File: src/rtl/ysyx_22040127_fetch_if.sv
// IF-stage port bundle: ID handshake, redirect inputs and the instruction-memory
// request/response channel. The fetch stage connects through the master modport.
// The optional perf counters appear only when FETCH_PERF_EN is defined.
`ifndef IF_TO_ID_WIDTH
`define IF_TO_ID_WIDTH 65
`endif

interface ysyx_22040127_fetch_if;
  logic                       id_allowin;
  logic                       id_branch_taken;
  logic [31:0]                id_branch_result;
  logic                       csr_redirect_valid;
  logic [31:0]                csr_redirect_pc;
  logic                       imem_req_valid;
  logic                       imem_req_ready;
  logic [31:0]                imem_addr;
  logic                       imem_resp_valid;
  logic [31:0]                imem_resp_data;
  logic                       if_to_id_valid;
  logic [`IF_TO_ID_WIDTH-1:0] if_to_id_bus;
  logic [31:0]                if_instruction_reg;
  logic                       if_instruction_blocked;
  logic                       if_flush;
`ifdef FETCH_PERF_EN
  logic [63:0]                perf_fetch_cnt;
  logic [63:0]                perf_stall_cnt;
  logic [63:0]                perf_redirect_cnt;
`endif

  modport master (
`ifdef FETCH_PERF_EN
    output perf_fetch_cnt, perf_stall_cnt, perf_redirect_cnt,
`endif
    input  id_allowin, id_branch_taken, id_branch_result,
    input  csr_redirect_valid, csr_redirect_pc,
    input  imem_req_ready, imem_resp_valid, imem_resp_data,
    output imem_req_valid, imem_addr,
    output if_to_id_valid, if_to_id_bus, if_instruction_reg,
    output if_instruction_blocked, if_flush
  );

  modport slave (
`ifdef FETCH_PERF_EN
    input  perf_fetch_cnt, perf_stall_cnt, perf_redirect_cnt,
`endif
    output id_allowin, id_branch_taken, id_branch_result,
    output csr_redirect_valid, csr_redirect_pc,
    output imem_req_ready, imem_resp_valid, imem_resp_data,
    input  imem_req_valid, imem_addr,
    input  if_to_id_valid, if_to_id_bus, if_instruction_reg,
    input  if_instruction_blocked, if_flush
  );
endinterface

File: src/rtl/ysyx_22040127_fetch.sv
// IF stage of the RV64 pipeline: owns the PC, keeps one instruction-memory
// request in flight, buffers the returned word while decode stalls and applies
// branch / CSR redirects. Optional macro FETCH_PERF_EN adds perf counters.
`ifndef IF_TO_ID_WIDTH
`define IF_TO_ID_WIDTH 65
`endif

module ysyx_22040127_fetch #(
  parameter logic [31:0] RESET_PC       = 32'h8000_0000,
  parameter int          IF_TO_ID_WIDTH = `IF_TO_ID_WIDTH
) (
  input logic                    clk,
  input logic                    rst,
  ysyx_22040127_fetch_if.master  fif
);

  localparam logic [31:0] EBREAK_INST = 32'h0010_0073;

  typedef enum logic [1:0] {
    S_REQ  = 2'd0,
    S_WAIT = 2'd1,
    S_HOLD = 2'd2,
    S_DROP = 2'd3
  } state_t;

  state_t      state_reg, state_next;
  logic [31:0] pc_reg, pc_next;
  logic [31:0] inst_reg, inst_next;
  logic        started_reg;
  logic        flush_reg;

  logic        redirect;
  logic [31:0] redirect_pc;
  logic        req_valid;
  logic        out_valid;
  logic        handoff;
  logic [31:0] inst_sel;
  logic [IF_TO_ID_WIDTH-1:0] bus_word;

  // A CSR redirect outranks a decode branch; targets are forced word aligned.
  always_comb begin
    redirect    = fif.csr_redirect_valid | (fif.id_branch_taken & fif.id_allowin);
    redirect_pc = (fif.csr_redirect_valid ? fif.csr_redirect_pc : fif.id_branch_result)
                  & ~32'h3;
  end

  // Next-state, next-pc and handshake outputs of the fetch FSM.
  always_comb begin
    state_next = state_reg;
    pc_next    = pc_reg;
    inst_next  = redirect ? 32'h0 : inst_reg;
    req_valid  = 1'b0;
    out_valid  = 1'b0;
    handoff    = 1'b0;
    inst_sel   = fif.imem_resp_data;
    case (state_reg)
      S_REQ: begin
        // Request only once the first edge after reset release has passed.
        req_valid = started_reg;
        if (redirect) begin
          pc_next    = redirect_pc;
          // If memory took the old address this cycle its answer is stale.
          state_next = (req_valid && fif.imem_req_ready) ? S_DROP : S_REQ;
        end else if (req_valid && fif.imem_req_ready) begin
          state_next = S_WAIT;
        end
      end
      S_WAIT: begin
        if (fif.imem_resp_valid) begin
          if (redirect) begin
            pc_next    = redirect_pc;
            state_next = S_REQ;
          end else begin
            out_valid = 1'b1;
            if (fif.id_allowin) begin
              handoff    = 1'b1;
              pc_next    = pc_reg + 32'd4;
              state_next = S_REQ;
            end else begin
              inst_next  = fif.imem_resp_data;
              state_next = S_HOLD;
            end
          end
        end else if (redirect) begin
          pc_next    = redirect_pc;
          state_next = S_DROP;
        end
      end
      S_HOLD: begin
        inst_sel = inst_reg;
        if (redirect) begin
          pc_next    = redirect_pc;
          state_next = S_REQ;
        end else begin
          out_valid = 1'b1;
          if (fif.id_allowin) begin
            handoff    = 1'b1;
            pc_next    = pc_reg + 32'd4;
            state_next = S_REQ;
          end
        end
      end
      S_DROP: begin
        if (redirect) begin
          pc_next = redirect_pc;
        end
        if (fif.imem_resp_valid) begin
          state_next = S_REQ;
        end
      end
      default: state_next = S_REQ;
    endcase
  end

  // State, PC, instruction buffer, start flag and flush pulse registers.
  always_ff @(posedge clk or negedge rst) begin
    if (!rst) begin
      state_reg   <= S_REQ;
      pc_reg      <= RESET_PC;
      inst_reg    <= 32'h0;
      started_reg <= 1'b0;
      flush_reg   <= 1'b0;
    end else begin
      state_reg   <= state_next;
      pc_reg      <= pc_next;
      inst_reg    <= inst_next;
      started_reg <= 1'b1;
      flush_reg   <= fif.csr_redirect_valid;
    end
  end

  // The bus is zero whenever it carries no live instruction.
  always_comb begin
    bus_word = out_valid ? {(inst_sel == EBREAK_INST), inst_sel, pc_reg} : '0;
  end

  assign fif.imem_req_valid         = req_valid;
  assign fif.imem_addr              = pc_reg;
  assign fif.if_to_id_valid         = out_valid;
  assign fif.if_to_id_bus           = bus_word;
  assign fif.if_instruction_reg     = inst_reg;
  assign fif.if_instruction_blocked = (state_reg == S_HOLD);
  assign fif.if_flush               = flush_reg;

`ifdef FETCH_PERF_EN
  logic [63:0] perf_fetch_reg;
  logic [63:0] perf_stall_reg;
  logic [63:0] perf_redirect_reg;

  // Count handoffs to decode, cycles spent holding, and applied redirects.
  always_ff @(posedge clk or negedge rst) begin
    if (!rst) begin
      perf_fetch_reg    <= 64'd0;
      perf_stall_reg    <= 64'd0;
      perf_redirect_reg <= 64'd0;
    end else begin
      if (handoff)              perf_fetch_reg    <= perf_fetch_reg + 64'd1;
      if (state_reg == S_HOLD)  perf_stall_reg    <= perf_stall_reg + 64'd1;
      if (redirect)             perf_redirect_reg <= perf_redirect_reg + 64'd1;
    end
  end

  assign fif.perf_fetch_cnt    = perf_fetch_reg;
  assign fif.perf_stall_cnt    = perf_stall_reg;
  assign fif.perf_redirect_cnt = perf_redirect_reg;
`endif

endmodule

File: src/flat_wrapper.sv
// flat-port wrapper written by rule: the top's interface ports become plain ports
module ysyx_22040127_fetch_flat 
#(
  parameter logic [31:0] RESET_PC       = 32'h8000_0000,
  parameter int          IF_TO_ID_WIDTH = `IF_TO_ID_WIDTH
)
  (clk, rst, fif_id_allowin, fif_id_branch_taken, fif_id_branch_result, fif_csr_redirect_valid, fif_csr_redirect_pc, fif_imem_req_ready, fif_imem_resp_valid, fif_imem_resp_data, fif_imem_req_valid, fif_imem_addr, fif_if_to_id_valid, fif_if_to_id_bus, fif_if_instruction_reg, fif_if_instruction_blocked, fif_if_flush);
  ysyx_22040127_fetch_if fif_i ();
  input logic clk;
  input logic rst;
  input wire logic [$bits(fif_i.id_allowin)-1:0] fif_id_allowin;
  input wire logic [$bits(fif_i.id_branch_taken)-1:0] fif_id_branch_taken;
  input wire logic [$bits(fif_i.id_branch_result)-1:0] fif_id_branch_result;
  input wire logic [$bits(fif_i.csr_redirect_valid)-1:0] fif_csr_redirect_valid;
  input wire logic [$bits(fif_i.csr_redirect_pc)-1:0] fif_csr_redirect_pc;
  input wire logic [$bits(fif_i.imem_req_ready)-1:0] fif_imem_req_ready;
  input wire logic [$bits(fif_i.imem_resp_valid)-1:0] fif_imem_resp_valid;
  input wire logic [$bits(fif_i.imem_resp_data)-1:0] fif_imem_resp_data;
  output wire logic [$bits(fif_i.imem_req_valid)-1:0] fif_imem_req_valid;
  output wire logic [$bits(fif_i.imem_addr)-1:0] fif_imem_addr;
  output wire logic [$bits(fif_i.if_to_id_valid)-1:0] fif_if_to_id_valid;
  output wire logic [$bits(fif_i.if_to_id_bus)-1:0] fif_if_to_id_bus;
  output wire logic [$bits(fif_i.if_instruction_reg)-1:0] fif_if_instruction_reg;
  output wire logic [$bits(fif_i.if_instruction_blocked)-1:0] fif_if_instruction_blocked;
  output wire logic [$bits(fif_i.if_flush)-1:0] fif_if_flush;
  assign fif_i.id_allowin = fif_id_allowin;
  assign fif_i.id_branch_taken = fif_id_branch_taken;
  assign fif_i.id_branch_result = fif_id_branch_result;
  assign fif_i.csr_redirect_valid = fif_csr_redirect_valid;
  assign fif_i.csr_redirect_pc = fif_csr_redirect_pc;
  assign fif_i.imem_req_ready = fif_imem_req_ready;
  assign fif_i.imem_resp_valid = fif_imem_resp_valid;
  assign fif_i.imem_resp_data = fif_imem_resp_data;
  assign fif_imem_req_valid = fif_i.imem_req_valid;
  assign fif_imem_addr = fif_i.imem_addr;
  assign fif_if_to_id_valid = fif_i.if_to_id_valid;
  assign fif_if_to_id_bus = fif_i.if_to_id_bus;
  assign fif_if_instruction_reg = fif_i.if_instruction_reg;
  assign fif_if_instruction_blocked = fif_i.if_instruction_blocked;
  assign fif_if_flush = fif_i.if_flush;
  ysyx_22040127_fetch #(.RESET_PC(RESET_PC), .IF_TO_ID_WIDTH(IF_TO_ID_WIDTH)) u_core (.clk(clk), .rst(rst), .fif(fif_i));
endmodule
File: config.mk
export PLATFORM = sky130hd
export DESIGN_NAME = ysyx_22040127_fetch_flat
export DESIGN_NICKNAME = d
export VERILOG_FILES = /design/src/rtl/ysyx_22040127_fetch_if.sv /design/src/rtl/ysyx_22040127_fetch.sv /design/src/flat_wrapper.sv
export SDC_FILE = /design/constraint.sdc
export NUM_CORES = 1
export LEC_CHECK = 0
export BUFFER_PORTS_ARGS = -buffer_cell sky130_fd_sc_hd__buf_2
export CAP_MARGIN = 20
export CORE_MARGIN = 10
export CORE_UTILIZATION = 40
export CTS_CLUSTER_DIAMETER = 120
export DETAILED_ROUTE_END_ITERATION = 8
export PLACE_DENSITY = 0.71
export RECOVER_POWER = 25
export SETUP_SLACK_MARGIN = 0.15
export SLEW_MARGIN = 40
export SYNTH_ARGS = -nofsm -noshare
export SYNTH_HDL_FRONTEND = slang
export SYNTH_SLANG_ARGS = --single-unit
File: constraint.sdc
create_clock -name clk -period 4.2 [get_ports clk]
set_input_delay 0.42 -clock clk [delete_from_list [all_inputs] [get_ports clk]]
set_output_delay 0.42 -clock clk [all_outputs]
set_load 0.005 [all_outputs]
After elaboration in Yosys (flattened, before gate mapping)
Index checks and enable logic that the tools add are counted.

storage, ports and cells
  register bits after elaboration = 68
  input bits = 103
  logic and storage cells = 48

operators by class
  add/subtract/negate cells = 1
  eq/ne operators = 8
  mux-type cells = 28
  bitwise logic cells = 2
  reduce and logical (&&, ||, !) cells = 4

operators by type and width
  kind                                                   count
  2-to-1 mux 32 bit                                      11
  case mux 32 bit (3 select lines)                       1
  2-to-1 mux 65 bit                                      1
  adder 32 x 3 -> 32 bit, second input constant          1
  equality test 32 x 21 -> 1 bit, second input constant  1
  2-to-1 mux 2 bit                                       10
  case mux 2 bit (4 select lines)                        1
  != test 3 x 2 -> 1 bit, second input constant          2
  equality test 2 bit, second input constant             2
  AND reduction 4 bit                                    1
  2-to-1 mux 1 bit                                       3
  != test 3 x 1 -> 1 bit, second input constant          1
  equality test 2 x 1 -> 1 bit, second input constant    1
  zero test 2 bit                                        1
  != test 2 bit, second input constant                   1
  case mux 1 bit (2 select lines)                        1
  OR reduction 2 bit                                     1
  bitwise AND 1 bit                                      1
  logical AND 1 bit                                      1
  bitwise OR 1 bit                                       1

Logic depth before layout (Yosys ltp)
Gate-level depths: netlist (run 1).

  word-level depth = 7
  mapped depth = 9

Worst setup path after synthesis (run 1)
OpenSTA, ideal clock, no wires.

  kind = register -> register
  start = register u_core.state_reg[1]
  end = register u_core.pc_reg[11] (netlist: u_core.fif.imem_addr[11])
  setup time = 137 ps
  data arrival time = 1,933 ps
  slack = 2,130 ps
  cell stages (with the launch flop) = 10
  cell sequence = dfrtp_1 > inv_1 > ha_1 > buf_2 > mux2i_1 > buf_2 > nand2_1 > and3_1 > a41oi_1 > o21ai_0

on the way
  word-level cells in the longest chain between the ends = 3
  elaborated cells between the ends (all ways) = 6

RTL lines
  what                                                           line                        RTL
  start, declared                                                ysyx_22040127_fetch.sv:26   state_t state_reg, state_next;
  start signal, assigned                                         ysyx_22040127_fetch.sv:124  state_reg <= state_next;
  equality test 2 bit / zero test 2 bit (equally long branches)  ysyx_22040127_fetch.sv:56   case (state_reg)
  OR reduction 2 bit (no line)                                   --
  case mux 32 bit (3 select lines) (*)                           ysyx_22040127_fetch.sv:56
  net u_core.pc_next[11]                                         ysyx_22040127_fetch.sv:27   logic [31:0] pc_reg, pc_next;
  end signal, assigned                                           ysyx_22040127_fetch.sv:125  pc_reg <= pc_next;
  end, declared                                                  ysyx_22040127_fetch.sv:27

Mark *: on every way through the listed nets, which the timed path passes. The rest lies on a longest branch.
A chain may end at the register's enable or synchronous reset.

Final worst setup path (run 1)
  start = input port fif_csr_redirect_valid
  end = output port fif_if_to_id_bus[62]

on the way
  word-level cells in the longest chain between the ends = 5

RTL lines
  what                                 line                                                  RTL
  start, declared                      flat_wrapper.sv:14                                    input wire logic [$bits(fif_i.csr_redirect_valid)-1:0] fif_csr_redirect_valid;
  bitwise OR 1 bit (*)                 ysyx_22040127_fetch.sv:42                             redirect = fif.csr_redirect_valid | (fif.id_branch_taken & fif.id_allowin);
  2-to-1 mux 1 bit (*)                 ysyx_22040127_fetch.sv:70, ysyx_22040127_fetch.sv:91
  2-to-1 mux 1 bit                     ysyx_22040127_fetch.sv:69                             if (fif.imem_resp_valid) begin
  case mux 1 bit (2 select lines) (*)  ysyx_22040127_fetch.sv:56
  2-to-1 mux 65 bit (*)                ysyx_22040127_fetch.sv:134                            bus_word = out_valid ? {(inst_sel == EBREAK_INST), inst_sel, pc_reg} : '0;
  end, declared                        flat_wrapper.sv:22                                    output wire logic [$bits(fif_i.if_to_id_bus)-1:0] fif_if_to_id_bus;

Every way passes the cells marked *; elsewhere a longest branch is shown, timed or not.

==> results.py, run 1 <==
metrics = {
    "pwr": {
        "power_density_nw_per_um2": 558.6,
        "sequentialPowerShare_pct": 31.7,
        "combPwrFrac_pct": 42.6,
        "p_leak_nw": 3.202,
        "vdd_drop_max_mv": 0.2665,
        "p_switching_mw": 1.503,
        "sw_frac_of_total_pct": 42.18,
        "internal_power_mw": 2.061,
        "clkPwrFrac_pct": 25.8,
    },
    "clock_network": {
        "cts.reportedPaths.clkPinSlew_ns": 0.06,
        "htree_levels": 3,
        "clock_path_buffers": 2,
        "clock_latency_ns": 0.34,
        "root_buffer": "clkbuf_16",
        "post_cts_buffers": 0,
        "cts_tree": "built",
        "cts_made_buffers": 9,
        "post_cts_resized": 0,
        "cts.sinks": 68,
        "cts-hold-fix-buffers": 0,
    },
    "floorplanning": {
        "die-area_sq_um": 16780,
        "die_width_um": 129.5,
        "start_util_pct": 41.49,
        "pin_count": 236,
        "row_count": 39,
        "coreArea_sq_um": 11560,
        "die_y_um": 129.5,
    },
    "yosys": {
        "synth-simple-area-share_pct": 28.84,
        "seq_area_frac_synth_pct": 35.49,
        "synth_fa_ha_area_share_pct": 1.565,
        "synth_top_family_by_area": "simple AND/OR/NAND/NOR gates",
        "synth_compound_area_share_pct": 21.38,
        "yosys_warnings": 0,
        "synth_xor_area_share_pct": 0,
        "syn_area_sq_um": 4798,
        "synth_cell_types": 60,
        "async_reset_ff_share_pct": 100.0,
        "synthFlopType": "dfrtp_1",
        "synth_edf_count": 0,
        "syn_inst": 557,
        "syn_avg_cell_area_sq_um": 8.615,
        "yosys-mux-area-fraction_pct": 8.266,
        "syn-num-nets": 666,
        "ys_seq_elements": 68,
    },
    "worst_setup_path": {
        "rr_endpoint": "u_core.fif.imem_addr[24]$_DFF_PN0_",
        "r2r_setup_slack_ns": 1.41,
        "cp.arrival_ns": 2.87,
        "critPathKind": "in2out",
        "start_kind": "input pin",
        "critPathMaxFanout": 40,
        "crit_start": "fif_csr_redirect_valid",
        "ff2ff_path_depth": 9,
        "cp-end-kind": "primary output",
        "critPathRequiredTime_ns": 3.78,
        "r2r-start": "u_core.state_reg[0]$_DFFE_PN0P_",
        "setup.worst_path.end": "fif_if_to_id_bus[62]",
    },
    "sta": {
        "fin_ws_ns": 0.9065,
        "finalMaxSlewViolations": 84,
        "worst-slew-pin-transition_ns": 2.406,
        "setup_viol": 0,
        "setup_tns_ns": 0,
        "finClkSkew_ns": 0.008031,
        "rsz0062_at_grt": "false",
        "finalCritPeriodShare_pct": 78.42,
        "hold_viol": 0,
        "timing.slew.headroom_pct": -60.37,
        "min_period_ns": 3.294,
        "clock.fmax_mhz": 303.6,
    },
    "route": {
        "ant_nets": 0,
        "first_iter_violations": 445,
        "vias_per_cell": 5.966,
        "drc_errors": 0,
        "vias": 5441,
        "wire_per_inst_um": 20.68,
        "routed_wl_mm": 18.86,
        "drt-pass1-iter-count": 5,
    },
    "job": {
        "max_cap_violations": 2,
    },
    "layout": {
        "layout_common_cells": "buf_2 (229), nor2_1 (68), dfrtp_1 (67), mux2i_1 (36), and2_1 (34)",
        "final_layout_size_suffix_gt1_share_pct": 35.89,
        "final_common_cell": "buf_2",
        "num-nets-final": 873,
        "finalCoreUtilization_pct": 55.17,
        "diodes": 0,
        "area_delta_synth_final_pct": 32.96,
    },
    "global_routing": {
        "antenna_found_initial": 0,
        "gr-total-overflow": 0,
        "grt_pass1_vias": 5487,
        "grt_max_degree": 43,
        "track_usage_pct": 21.69,
        "grt_pass1_wl_mm": 29.20,
    },
    "placed_design": {
        "port_buffers": 231,
        "gp_congestion": 0.9317,
        "hpwl_mm": 14.18,
        "pre_cts_slack_ns": 1.452,
    },
    "status": {
        "outcome": "finished with violations",
        "violations": "capacitance limit, slew limit",
    },
    "worst_hold_path": {
        "hold_path.class": "in2reg",
        "worstHoldStart": "fif_csr_redirect_pc[12]",
        "whs_path_depth": 2,
    },
}
-- kinds of logic after synthesis --
logic type | Yosys count
simple gates | 248
compound gates | 144
flops | 68
buf+inv | 51
mux | 39
fa+ha+maj | 6
other cells | 1
-- Yosys cell counts (all sizes together), types with 4 or more instances --
cell type  instances  area, sq um
a211oi             9        72.57
a21oi             22        110.1
a221oi             6        52.55
a22o              32        280.3
a311oi             5        43.79
a31oi              4        25.02
a41oi              6        52.55
and2              34        212.7
and3              16        100.1
and4               7        61.31
buf               15        75.07
clkbuf            27        101.4
dfrtp             67         1677
ha                 6        75.07
inv                9        33.78
mux2i             37        374.1
nand2             29        111.4
nand3             16        85.08
nand4             16        121.4
nor2              68        255.2
nor3              25        130.1
nor4              20        182.7
o21ai             31        155.2
o22ai              4        25.02
o31ai              6        45.04
or3                5        31.28
-- power by group through the flow --
stage               clock, mW  combinational, mW  sequential, mW
finish                  0.918               1.52            1.13
global route            0.954               1.67            1.16
CTS                     0.921               1.51            1.12
detailed placement          0               1.51            1.13
global placement            0               1.48            1.11
floorplan                   0              0.966            1.05
-- stage by stage --
stage	hold slack, ns	instance area [sq um]	power, mW	instances
floorplan	0.1244	4798	2.012	557
CTS	0.09682	6382	3.555	912
detailed placement	0.4557	6022	2.638	896
finish	0.3071	6380	3.564	912
global route	0.3230	6380	3.790	912
global placement	0.5034	6018	2.590	896
-- cell type report --
type	count	area, sq um
fill	1089	5185
multi-input combinational	438	2898
sequential	68	1703
timing repair buffer	238	1206
clock buffer	11	252.7
tap	143	178.9
clock inverter	5	107.6
inverter	9	33.78
-- critical path, stage by stage --
cell and delay, ns:
clkbuf_1 1.33, a21oi_1 0.12, nand2_1 0.20, or2_1 0.15
buf_4 0.35, nor2_1 0.13, buf_2 0.15
-- how the worst min path moves through the flow --
stage | slack (ns) | to
detailed placement | 0.46 | u_core.fif.imem_addr[15]$_DFF_PN0_
finish | 0.31 | u_core.fif.imem_addr[12]$_DFF_PN0_
global route | 0.32 | u_core.fif.imem_addr[31]$_DFF_PN1_
global placement | 0.50 | u_core.fif.if_instruction_reg[5]$_DFF_PN0_
CTS | 0.1 | u_core.fif.imem_addr[15]$_DFF_PN0_
floorplan | 0.12 | u_core.fif.if_flush$_DFF_PN0_
-- routing by layer --
metal	GRT usage [%]	routed length [um]	vias up
li1	-	-	2517
met4	6.548	244	0
met2	37.86	9336	268
met1	25.85	7736	2641
met5	0	0	-
met3	5.302	1545	15
No activity file was read; power rests on OpenSTA's default activity.
==> inputs of run 2 (changes only) <==
--- a/config.mk
+++ b/config.mk
@@ -11,7 +11,7 @@
 export CORE_UTILIZATION = 40
 export CTS_CLUSTER_DIAMETER = 120
 export DETAILED_ROUTE_END_ITERATION = 8
-export PLACE_DENSITY = 0.71
+export PLACE_DENSITY = 0.74
 export RECOVER_POWER = 25
 export SETUP_SLACK_MARGIN = 0.15
 export SLEW_MARGIN = 40
==> constraint.sdc (replaced) <==
create_clock -name clk -period 2.9 [get_ports clk]
set_input_delay 0.29 -clock clk [delete_from_list [all_inputs] [get_ports clk]]
set_output_delay 0.29 -clock clk [all_outputs]
set_load 0.005 [all_outputs]
==> results.py, run 2 (same netlist as run 1, synthesis figures left out) <==
metrics = {
    "worst_setup_path": {
        "critPathKind": "reg2out",
        "r2r_setup_slack_ns": 0.60,
        "critPathMaxFanout": 28,
        "start_kind": "flip-flop",
        "critPathRequiredTime_ns": 2.61,
        "rr_endpoint": "u_core.fif.imem_addr[31]$_DFF_PN1_",
        "cp.arrival_ns": 2.24,
        "cp-end-kind": "primary output",
        "r2r-start": "u_core.state_reg[1]$_DFFE_PN0P_",
        "ff2ff_path_depth": 7,
    },
    "worst_hold_path": {
        "holdPathEnd": "u_core.fif.imem_addr[31]$_DFF_PN1_",
        "whs_path_depth": 3,
        "hold_path.class": "in2reg",
        "worstHoldStart": "fif_csr_redirect_pc[31]",
    },
    "pwr": {
        "vdd_drop_max_mv": 0.3386,
        "power_density_nw_per_um2": 797.3,
        "p_leak_nw": 3.236,
        "total_power_mw": 5.130,
    },
    "placed_design": {
        "port_buffers": 231,
        "hpwl_mm": 14.32,
        "pre_cts_slack_ns": 0.4857,
        "placed_area_sq_um": 6085,
        "gp_congestion": 0.9588,
        "dp_cells": 903,
    },
    "sta": {
        "rsz0062_at_grt": "false",
        "finalMaxSlewViolations": 31,
        "worst-slew-pin-transition_ns": 1.797,
        "timing.slew.headroom_pct": -19.77,
        "min_period_ns": 2.526,
        "setup_tns_ns": 0,
        "hold_viol": 0,
        "fin_ws_ns": 0.3744,
        "clock.fmax_mhz": 395.9,
        "setup_viol": 0,
        "finalCritPeriodShare_pct": 87.09,
        "finClkSkew_ns": 0.006926,
        "fin_worst_hold_slack_ns": 0.1779,
    },
    "floorplanning": {
        "row_count": 39,
        "die_width_um": 129.5,
        "die_y_um": 129.5,
        "pin_count": 236,
        "die-area_sq_um": 16780,
        "start_util_pct": 41.49,
        "coreArea_sq_um": 11560,
    },
    "clock_network": {
        "cts.reportedPaths.clkPinSlew_ns": 0.06,
        "htree_levels": 3,
        "cts.sinks": 68,
        "cts_tree": "built",
        "root_buffer": "clkbuf_16",
        "clock_path_buffers": 2,
        "cts_made_buffers": 9,
        "clock_latency_ns": 0.33,
    },
    "route": {
        "vias": 5464,
        "drt-pass1-iter-count": 5,
        "first_iter_violations": 551,
        "vias_per_cell": 5.939,
        "routed_wl_mm": 18.64,
        "wire_per_inst_um": 20.26,
        "ant_nets": 0,
        "drc_errors": 0,
    },
    "global_routing": {
        "gr-total-overflow": 0,
        "grt_pass1_vias": 5555,
        "grt_max_degree": 39,
        "track_usage_pct": 21.31,
        "antenna_found_initial": 1,
        "grt_pass1_wl_mm": 28.95,
    },
    "layout": {
        "num-nets-final": 881,
        "fill_cells": 1080,
        "final_layout_size_suffix_gt1_share_pct": 36.42,
        "fin_area_sq_um": 6434,
        "regArea_sq_um": 1703,
        "final_common_cell": "buf_2",
        "area_delta_synth_final_pct": 34.08,
        "layout_common_cells": "buf_2 (229), nor2_1 (68), dfrtp_1 (67), mux2i_1 (36), and2_1 (33)",
        "instances_no_fill": 920,
        "diodes": 0,
        "finalCoreUtilization_pct": 55.63,
        "multi_input_area_sq_um": 2900,
    },
    "status": {
        "violations": "capacitance limit, slew limit",
        "outcome": "finished with violations",
    },
    "job": {
        "max_cap_violations": 1,
    },
}
run 2: changes by cell type in the layout (fill, tap and decap cells not counted), sizes merged:
| cell | before | now |
|---|---|---|
| clkbuf | 13 | 14 |
| bufinv | 3 | 2 |
| buf | 236 | 243 |
| dlygate4sd3 | 0 | 1 |
run 2: worst max-delay path: stages, from the launching register on:
cell and delay, ns:
dfrtp_1 0.42, inv_1 0.12, ha_2 0.39, buf_4 0.47
mux2i_1 0.28, nor2_1 0.06, buf_2 0.14
run 2: cell type report:
type	count	area share [%]
Timing Repair Buffer	246	19.91
Tap cell	143	2.781
Multi-Input combinational cell	438	45.08
Inverter	9	0.5251
Sequential cell	68	26.47
Clock buffer	12	4.142
Clock inverter	4	1.089
run 2: worst max path at each step:
stage / slack, ns / from / endpoint
3_5_place_dp: 0.49 / u_core.state_reg[1]$_DFFE_PN0P_ / u_core.fif.imem_addr[31]$_DFF_PN1_
2_1_floorplan: 0.83 / u_core.state_reg[1]$_DFFE_PN0P_ / u_core.fif.imem_addr[11]$_DFF_PN0_
3_3_place_gp: 0.59 / u_core.state_reg[1]$_DFFE_PN0P_ / u_core.fif.imem_addr[31]$_DFF_PN1_
4_1_cts: 0.27 / u_core.state_reg[1]$_DFFE_PN0P_ / fif_if_to_id_bus[20]
5_1_grt: 0.22 / u_core.state_reg[0]$_DFFE_PN0P_ / fif_if_to_id_bus[64]
6_report: 0.37 / u_core.state_reg[0]$_DFFE_PN0P_ / fif_if_to_id_bus[49]
run 2: power breakdown:
| group | internal [mW] | switching [mW] | leakage (nW) | total, mW |
|---|---|---|---|---|
| Clock | 0.820 | 0.409 | 0.169 | 1.23 |
| Sequential | 1.20 | 0.440 | 0.895 | 1.64 |
| Combinational | 0.961 | 1.30 | 2.17 | 2.27 |
| Total | 2.98 | 2.15 | 3.24 | 5.13 |
run 2: what timing repair did:
item	in CTS	in global routing
endpoints found under the hold margin	0	29
setup endpoints to repair	0	29
resized for setup	0	1
setup buffers	0	0
hold buffers	0	1
run 2: per-layer routing:
layer / wire length [um] / track usage, % / vias to the layer above
met2: 8980 / 36.29 / 324
met5: 0 / 0 / -
li1: - / - / 2535
met3: 1995 / 6.974 / 30
met4: 260 / 6.085 / 0
met1: 7405 / 25.19 / 2575
==> inputs of run 3 (changes only) <==
--- a/config.mk
+++ b/config.mk
@@ -6,12 +6,12 @@
 export NUM_CORES = 1
 export LEC_CHECK = 0
 export BUFFER_PORTS_ARGS = -buffer_cell sky130_fd_sc_hd__buf_2
-export CAP_MARGIN = 20
 export CORE_MARGIN = 10
 export CORE_UTILIZATION = 40
+export CTS_BUF_LIST = sky130_fd_sc_hd__clkbuf_2 sky130_fd_sc_hd__clkbuf_4 sky130_fd_sc_hd__clkbuf_8
 export CTS_CLUSTER_DIAMETER = 120
 export DETAILED_ROUTE_END_ITERATION = 8
-export PLACE_DENSITY = 0.74
+export PLACE_DENSITY = 0.71
 export RECOVER_POWER = 25
 export SETUP_SLACK_MARGIN = 0.15
 export SLEW_MARGIN = 40
==> constraint.sdc (replaced) <==
create_clock -name clk -period 2.75 [get_ports clk]
set_input_delay 0.275 -clock clk [delete_from_list [all_inputs] [get_ports clk]]
set_output_delay 0.275 -clock clk [all_outputs]
set_load 0.005 [all_outputs]
==> results.py, run 3 (same netlist as run 1, synthesis figures left out) <==
metrics = {
    "status": {
        "outcome": "finished with violations",
        "violations": "capacitance limit, slew limit",
    },
    "sta": {
        "worst-slew-pin-transition_ns": 1.753,
        "min_period_ns": 2.443,
        "finalMaxSlewViolations": 69,
        "rsz0062_at_grt": "true",
        "finClkSkew_ns": 0.008421,
        "setup_tns_ns": 0,
        "hold_viol": 0,
        "setup_viol": 0,
        "finalCritPeriodShare_pct": 88.85,
        "fin_ws_ns": 0.3067,
        "timing.slew.headroom_pct": -16.84,
        "clock.fmax_mhz": 409.3,
    },
    "worst_setup_path": {
        "critPathRequiredTime_ns": 2.48,
        "rr_endpoint": "u_core.fif.imem_addr[11]$_DFF_PN0_",
        "cp.arrival_ns": 2.17,
        "ff2ff_path_depth": 7,
        "r2r-start": "u_core.state_reg[1]$_DFFE_PN0P_",
        "critPathKind": "reg2out",
        "r2r_setup_slack_ns": 0.46,
        "critPathMaxFanout": 30,
        "cp-end-kind": "primary output",
        "start_kind": "flip-flop",
    },
    "worst_hold_path": {
        "worstHoldStart": "fif_csr_redirect_pc[31]",
        "whs_path_depth": 3,
        "hold_path.class": "in2reg",
        "holdPathEnd": "u_core.fif.imem_addr[31]$_DFF_PN1_",
    },
    "clock_network": {
        "post_cts_buffers": 0,
        "cts_tree": "built",
        "cts-hold-fix-buffers": 0,
        "clock_latency_ns": 0.35,
        "clock_path_buffers": 2,
        "cts_made_buffers": 9,
        "htree_levels": 3,
        "cts.reportedPaths.clkPinSlew_ns": 0.08,
        "root_buffer": "clkbuf_8",
        "cts.sinks": 68,
    },
    "route": {
        "wire_per_inst_um": 20.48,
        "vias_per_cell": 6.023,
        "drt-pass1-iter-count": 5,
        "drc_errors": 0,
        "routed_wl_mm": 18.90,
        "first_iter_violations": 561,
        "ant_nets": 0,
        "vias": 5559,
    },
    "floorplanning": {
        "row_count": 39,
        "pin_count": 236,
        "die_width_um": 129.5,
        "start_util_pct": 41.49,
        "coreArea_sq_um": 11560,
        "die-area_sq_um": 16780,
        "die_y_um": 129.5,
    },
    "placed_design": {
        "dp_cells": 907,
        "port_buffers": 231,
        "pre_cts_slack_ns": 0.4071,
        "gp_congestion": 0.9210,
        "hpwl_mm": 14.54,
    },
    "layout": {
        "num-nets-final": 884,
        "layout_common_cells": "buf_2 (231), nor2_1 (68), dfrtp_1 (67), mux2i_1 (36), and2_1 (33)",
        "area_delta_synth_final_pct": 32.18,
        "final_common_cell": "buf_2",
        "diodes": 0,
        "finalCoreUtilization_pct": 54.84,
        "instances_no_fill": 923,
        "final_layout_size_suffix_gt1_share_pct": 36.79,
    },
    "pwr": {
        "internal_power_mw": 2.828,
        "p_leak_nw": 3.195,
        "p_switching_mw": 2.258,
        "combPwrFrac_pct": 47.4,
        "sequentialPowerShare_pct": 34.0,
        "clkPwrFrac_pct": 18.6,
        "power_density_nw_per_um2": 801.9,
        "sw_frac_of_total_pct": 44.40,
        "vdd_drop_max_mv": 0.3102,
    },
    "global_routing": {
        "grt_pass1_wl_mm": 29.77,
        "track_usage_pct": 21.79,
        "antenna_found_initial": 0,
        "grt_max_degree": 69,
        "gr-total-overflow": 0,
        "grt_pass1_vias": 5682,
    },
    "job": {
        "max_cap_violations": 1,
    },
}
run 3: changes by cell type in the layout (fill, tap and decap cells not counted), moves of 2 or more:
cell / before / now
clkbuf_16: 9 / 0
clkbuf_8: 3 / 10
buf_2: 229 / 231
buf_6: 0 / 2
run 3: repair_timing:
item                       in CTS  in global routing
resized for setup               1                  5
setup endpoints to repair      29                 56
gates cloned                    0                  0
hold endpoints to repair        0                  0
run 3: power groups by stage:
stage | Sequential (mW) | Clock, mW | Combinational [mW]
final | 1.73 | 0.946 | 2.41
after detailed placement | 1.73 | 0 | 2.38
after global placement | 1.70 | 0 | 2.32
after global routing | 1.78 | 1.02 | 2.66
after floorplan | 1.60 | 0 | 1.48
after CTS | 1.71 | 0.966 | 2.39
run 3: worst max-delay path: stages, from the launching register on:
cell	delay (ns)
dfrtp_1	0.42
inv_1	0.13
ha_1	0.37
nand2_1	0.09
or2_1	0.28
inv_4	0.23
and2_1	0.17
buf_2	0.12
run 3: area by class of cell:
| class | count | area, sq um |
|---|---|---|
| timing repair buffer | 249 | 1292 |
| clock inverter | 6 | 86.33 |
| fill | 1074 | 5223 |
| inverter | 9 | 36.28 |
| tap | 143 | 178.9 |
| clock buffer | 10 | 137.6 |
| sequential | 68 | 1703 |
| multi-input combinational | 438 | 2908 |
run 3: how the worst max path moves through the flow:
stage / start / depth (start not counted) / end / slack, ns
finish: u_core.state_reg[0]$_DFFE_PN0P_ / 7 / fif_if_to_id_bus[11] / 0.31
global route: u_core.state_reg[0]$_DFFE_PN0P_ / 7 / fif_if_to_id_bus[15] / 0.14
CTS: u_core.state_reg[0]$_DFFE_PN0P_ / 7 / fif_if_to_id_bus[30] / 0.17
detailed placement: u_core.state_reg[1]$_DFFE_PN0P_ / 7 / u_core.fif.imem_addr[11]$_DFF_PN0_ / 0.41
global placement: u_core.state_reg[1]$_DFFE_PN0P_ / 7 / u_core.fif.imem_addr[11]$_DFF_PN0_ / 0.46
floorplan: u_core.state_reg[1]$_DFFE_PN0P_ / 9 / u_core.fif.imem_addr[11]$_DFF_PN0_ / 0.68
run 3: stage by stage:
stage	hold slack, ns	instance area, sq um	total power [mW]
floorplan	-0.02059	4798	3.073
global placement	0.5067	6101	4.022
detailed placement	0.4237	6106	4.104
CTS	0.04880	6332	5.064
global route	0.1455	6342	5.462
finish	0.1509	6342	5.086
run 3: layer usage:
metal  track usage (%)  part of all wire, %  vias to the layer above
li1                  -                    -                     2538
met1             26.48                   40                     2703
met2             36.84                   49                      286
met3             6.199                  9.4                       32
met4             6.415                  1.7                        0
met5                 0                    0                        -
